## src/rtl/dmem_arbiter.sv

```systemverilog
// Two-port (CPU / debug loader) arbiter onto a single synchronous data memory.
// Define ARB_ROUND_ROBIN_EN for round-robin arbitration; the default is fixed CPU priority.
module dmem_arbiter #(
  parameter int unsigned ADDR_W = 32,
  parameter int unsigned DATA_W = 32
) (
  input  logic              clk,
  input  logic              reset,
  input  logic              c_req,
  input  logic              c_we,
  input  logic [ADDR_W-1:0] c_addr,
  input  logic [DATA_W-1:0] c_wdata,
  output logic [DATA_W-1:0] c_rdata,
  output logic              c_ack,
  output logic              c_stall,
  input  logic              d_req,
  input  logic              d_we,
  input  logic [ADDR_W-1:0] d_addr,
  input  logic [DATA_W-1:0] d_wdata,
  output logic [DATA_W-1:0] d_rdata,
  output logic              d_ack,
  output logic              m_en,
  output logic              m_we,
  output logic [ADDR_W-1:0] m_addr,
  output logic [DATA_W-1:0] m_wdata,
  input  logic [DATA_W-1:0] m_rdata,
  output logic              busy
);

  typedef enum logic [1:0] {
    IDLE   = 2'd0,
    ACCESS = 2'd1,
    RESP   = 2'd2
  } state_t;

  localparam logic PORT_CPU = 1'b0;
  localparam logic PORT_DBG = 1'b1;

  state_t              state_q, state_d;
  logic                lat_id_q, lat_id_d;
  logic                lat_we_q, lat_we_d;
  logic [ADDR_W-1:0]   lat_addr_q, lat_addr_d;
  logic [DATA_W-1:0]   lat_wdata_q, lat_wdata_d;

  logic                m_en_d, m_we_d;
  logic [ADDR_W-1:0]   m_addr_d;
  logic [DATA_W-1:0]   m_wdata_d;
  logic                c_ack_d, d_ack_d, busy_d;

  logic                any_req;
  logic                grant_dbg;

  assign any_req = c_req | d_req;

`ifdef ARB_ROUND_ROBIN_EN
  // Pointer names the preferred port on a tie; it flips to the other port on every grant.
  logic prio_dbg_q;

  assign grant_dbg = d_req & (~c_req | prio_dbg_q);

  always_ff @(posedge clk) begin
    if (reset) begin
      prio_dbg_q <= 1'b0;
    end else if ((state_q == IDLE) && any_req) begin
      prio_dbg_q <= ~grant_dbg;
    end
  end
`else
  assign grant_dbg = d_req & ~c_req;
`endif

  // Next-state, latch and registered-output decode.
  always_comb begin
    state_d     = state_q;
    lat_id_d    = lat_id_q;
    lat_we_d    = lat_we_q;
    lat_addr_d  = lat_addr_q;
    lat_wdata_d = lat_wdata_q;
    m_en_d      = 1'b0;
    m_we_d      = 1'b0;
    m_addr_d    = '0;
    m_wdata_d   = '0;
    c_ack_d     = 1'b0;
    d_ack_d     = 1'b0;

    case (state_q)
      IDLE: begin
        if (any_req) begin
          state_d     = ACCESS;
          lat_id_d    = grant_dbg ? PORT_DBG : PORT_CPU;
          lat_we_d    = grant_dbg ? d_we : c_we;
          lat_addr_d  = grant_dbg ? d_addr : c_addr;
          lat_wdata_d = grant_dbg ? d_wdata : c_wdata;
          m_en_d      = 1'b1;
          m_we_d      = lat_we_d;
          m_addr_d    = lat_addr_d;
          m_wdata_d   = lat_wdata_d;
        end
      end
      ACCESS: begin
        state_d = RESP;
        c_ack_d = (lat_id_q == PORT_CPU);
        d_ack_d = (lat_id_q == PORT_DBG);
      end
      RESP: begin
        state_d = IDLE;
      end
      default: begin
        state_d = IDLE;
      end
    endcase

    busy_d = (state_d != IDLE);
  end

  always_ff @(posedge clk) begin
    if (reset) begin
      state_q     <= IDLE;
      lat_id_q    <= PORT_CPU;
      lat_we_q    <= 1'b0;
      lat_addr_q  <= '0;
      lat_wdata_q <= '0;
      m_en        <= 1'b0;
      m_we        <= 1'b0;
      m_addr      <= '0;
      m_wdata     <= '0;
      c_ack       <= 1'b0;
      d_ack       <= 1'b0;
      busy        <= 1'b0;
    end else begin
      state_q     <= state_d;
      lat_id_q    <= lat_id_d;
      lat_we_q    <= lat_we_d;
      lat_addr_q  <= lat_addr_d;
      lat_wdata_q <= lat_wdata_d;
      m_en        <= m_en_d;
      m_we        <= m_we_d;
      m_addr      <= m_addr_d;
      m_wdata     <= m_wdata_d;
      c_ack       <= c_ack_d;
      d_ack       <= d_ack_d;
      busy        <= busy_d;
    end
  end

  // Memory read data only arrives in the ack cycle, so load data is steered straight through.
  assign c_rdata = (c_ack && !lat_we_q) ? m_rdata : '0;
  assign d_rdata = (d_ack && !lat_we_q) ? m_rdata : '0;

  assign c_stall = c_req & ~c_ack;

endmodule

```

## config.mk

```make
export PLATFORM = sky130hd
export DESIGN_NAME = dmem_arbiter
export DESIGN_NICKNAME = d
export VERILOG_FILES = /design/src/rtl/dmem_arbiter.sv
export SDC_FILE = /design/constraint.sdc
export NUM_CORES = 1
export LEC_CHECK = 0
export ABC_AREA = 1
export CORE_AREA = 2 2 118 120
export DETAILED_ROUTE_END_ITERATION = 10
export DIE_AREA = 0 0 120 122
export PLACE_DENSITY = 0.67
export SLEW_MARGIN = 40
export SYNTH_ARGS = -nofsm -noshare
export SYNTH_HDL_FRONTEND = slang
export SYNTH_SLANG_ARGS = --single-unit
```

## constraint.sdc

```tcl
create_clock -name clk -period 2.2 [get_ports clk]
set_clock_uncertainty 0.15 [all_clocks]
set_input_delay 0.33 -clock clk [delete_from_list [all_inputs] [get_ports clk]]
set_output_delay 0.33 -clock clk [all_outputs]
set_load 0.05 [all_outputs]
```

==> flow_summary.json <==
{
  "setup_tns_ns": 0,
  "synth_top_area_share_pct": 44.0,
  "detailedRoute.firstIterationViolations": 101,
  "chipWidth_um": 120,
  "post_cts_resize_count": 0,
  "num_io_pins": 300,
  "critPathLaunchType": "flip-flop",
  "placement.io_buffers": 299,
  "totalPowerFinal_uw": 3950,
  "power.share.switching_pct": 30.3,
  "remaining_drc_errors": 0,
  "maxClockFrequency_mhz": 497,
  "cp.buffers_inverters": 1,
  "num-nets-final": 1006,
  "power.share.clock_pct": 32.5,
  "cell_area_synth_mm2": 0.00332,
  "first_pass_grt_wire_length_um": 18700,
  "drt-pass1-iter-count": 4,
  "clockRootBuffer": "sky130_fd_sc_hd__clkbuf_16",
  "grt_util_all_layers_pct": 16.2,
  "synthDistinctLibCells": 15,
  "synth_seq_area_share_pct": 44.0,
  "slew-limit-headroom_pct": 63.4,
  "grt_remaining_overflow": 0,
  "grt_pass1_vias": 3790,
  "final_weighted_congestion_in_routability_driven_placement": 0.766,
  "grt_antenna_before_repair": 0,
  "ys_ff_latch": 73,
  "total_switching_power_uw": 1200,
  "critPathKind": "reg2out",
  "reg2reg_depth": 6,
  "worst-endpoint-required_ns": 1.72,
  "power.share.combinational_pct": 31.4,
  "drtAntennaViolNets": 0,
  "finish.utilization_pct": 54.9,
  "cap_viol_max_count": 0,
  "path_clk_slew_ns": 0.05,
  "cts_num_sinks": 73,
  "die_ar_mm2": 0.0146,
  "most_frequent_cells_in_the_layout": "sky130_fd_sc_hd__nand2_1 (267), sky130_fd_sc_hd__clkdlybuf4s50_1 (232), sky130_fd_sc_hd__inv_1 (103)",
  "grt_max_degree": 53,
  "hold_path_class": "reg2reg",
  "cts.htree.levels": 3,
  "rows": 43,
  "synth_top_cells_by_area": "sky130_fd_sc_hd__dfxtp_1 (44%), sky130_fd_sc_hd__nand2_1 (30%), sky130_fd_sc_hd__inv_1 (12%), sky130_fd_sc_hd__nor2_1 (7.9%), sky130_fd_sc_hd__buf_2 (2.0%)",
  "hold_path_depth": 1,
  "run_status": "finished clean",
  "critical_path.top_delay_family": "buffers and inverters",
  "detail_route.wl_per_cell_um": 11.9,
  "cpMaxStageDelayCell": "sky130_fd_sc_hd__clkdlybuf4s50_1",
  "mappedNetlistNets": 714,
  "seq_power_share_pct": 36.1,
  "layout.cells.most_common": "sky130_fd_sc_hd__nand2_1",
  "grt_setup_unrepaired": "no",
  "crit_fanout": 3,
  "place.detailed.hpwl_um": 10000,
  "highest_layer": "met4",
  "cts.path.max_buffers": 2,
  "cts.hold.buffers_added": 0,
  "worstPathCellList": "clkdlybuf4s50_1",
  "routed_length_on_met3_um": 1060,
  "timing.critical_path.depth": 1,
  "yosysWarningCount": 0,
  "via_per_inst": 3.88,
  "post_cts_buffers": 0,
  "detailroute.via_count": 3973,
  "die_h_um": 122,
  "initial_utilization_pct": 24.6,
  "vdd_drop_max_mv": 0.287,
  "slew_violations": 0,
  "tightest_slew_ns": 0.547,
  "critPathMaxStageDelay_ns": 0.84,
  "finalSetupViolCount": 0,
  "synth.avg_cell_area_um2": 6.06,
  "final_min_period_over_clock_period_pct": 91.4,
  "syn2layout_area_growth_pct": 123,
  "routed_wl_um": 12200,
  "tritoncts": "yes",
  "post-synth-top-area-cell": "sky130_fd_sc_hd__dfxtp_1",
  "final_hold_viol_count": 0,
  "tritoncts.num_buffers": 9,
  "diodes": 0,
  "fin_crit_ns": 2.01,
  "internal_power_uw": 2760,
  "arrival_ns": 1.53,
  "insertion_delay_ns": 0.32,
  "reg2reg_setup_slack_ns": 0.90,
  "power.leakage_uw": 0.00384,
  "final_layout_size_suffix_gt1_share_pct": 11.2,
  "end_kind": "output port",
  "synthCells": 548,
  "placeableCoreArea_mm2": 0.0135,
  "pwr_density_cell_mw_per_mm2": 534,
  "wirelength_met1_um": 4430,
  "wl_met2_um": 6320
}
area by class of cell:
type                    count  area [um^2]
fillers                  1256         6090
repair buffers            308         3760
flip-flops and latches     73         1460
multi-input cells         344         1320
inverters                 104          390
clock buffers              11          243
well taps                 180          225
clock inverters             3         18.8
cell families after synthesis:
family / synth area share, %
simple gates: 39.1
buf+inv: 16.6
flops: 44.0
compound gates: 0.301
synth_stat cells:
cell,number
sky130_fd_sc_hd__nand2_1,268
sky130_fd_sc_hd__buf_2,13
sky130_fd_sc_hd__inv_1,103
sky130_fd_sc_hd__nor2_2,1
sky130_fd_sc_hd__nand2_2,1
sky130_fd_sc_hd__clkbuf_1,7
sky130_fd_sc_hd__nand3_1,1
sky130_fd_sc_hd__buf_4,3
sky130_fd_sc_hd__o21ai_0,1
sky130_fd_sc_hd__inv_2,1
sky130_fd_sc_hd__a21oi_1,1
sky130_fd_sc_hd__nor2_4,1
sky130_fd_sc_hd__dfxtp_1,73
sky130_fd_sc_hd__buf_6,4
sky130_fd_sc_hd__nor2_1,70
metal layers:
metal	track usage [%]	up-vias
met4	6.99	0
met1	16.3	1665
met5	0	-
li1	-	2108
met2	30.4	177
met3	5.20	23
per-stage QoR:
stage / hold slack [ns] / std cells / setup WS [ns] / instance area (um^2)
final: 0.290 / 1023 / 0.190 / 7410
after detailed placement: 0.280 / 1009 / 0.337 / 7150
after global placement: 0.278 / 1009 / 0.371 / 7150
after CTS: 0.291 / 1023 / 0.164 / 7410
after floorplan: 0.249 / 548 / 0.0126 / 3320
after global routing: 0.326 / 1023 / 0.110 / 7410
sequential cells by signal, indices dropped and copies added, names as in the netlist:
signal / cells
c_ack: 1
m_en: 1
busy: 1
state_q: 2
lat_we_q: 1
d_ack: 1
m_addr: 32
m_we: 1
lat_id_q: 1
m_wdata: 32
path summary, 6_finish.rpt:
| kind | startpoint | to |
|---|---|---|
| max reg2reg | state_q[1]$_SDFF_PP0_ | m_wdata[7]$_SDFF_PP0_ |
| max | c_ack$_SDFF_PP0_ | c_ack |
| min reg2reg | lat_id_q$_SDFFE_PP0P_ | c_ack$_SDFF_PP0_ |
| min | lat_id_q$_SDFFE_PP0P_ | c_ack$_SDFF_PP0_ |
power groups by stage:
stage / combinational [uW] / sequential [uW] / clock [uW]
after floorplan: 346 / 1730 / 0
after global placement: 1250 / 1460 / 0
after detailed placement: 1250 / 1460 / 0
after CTS: 1260 / 1430 / 1340
after global routing: 1330 / 1440 / 1380
final: 1240 / 1430 / 1280
Note: power is estimated with default switching activity, not from simulation.
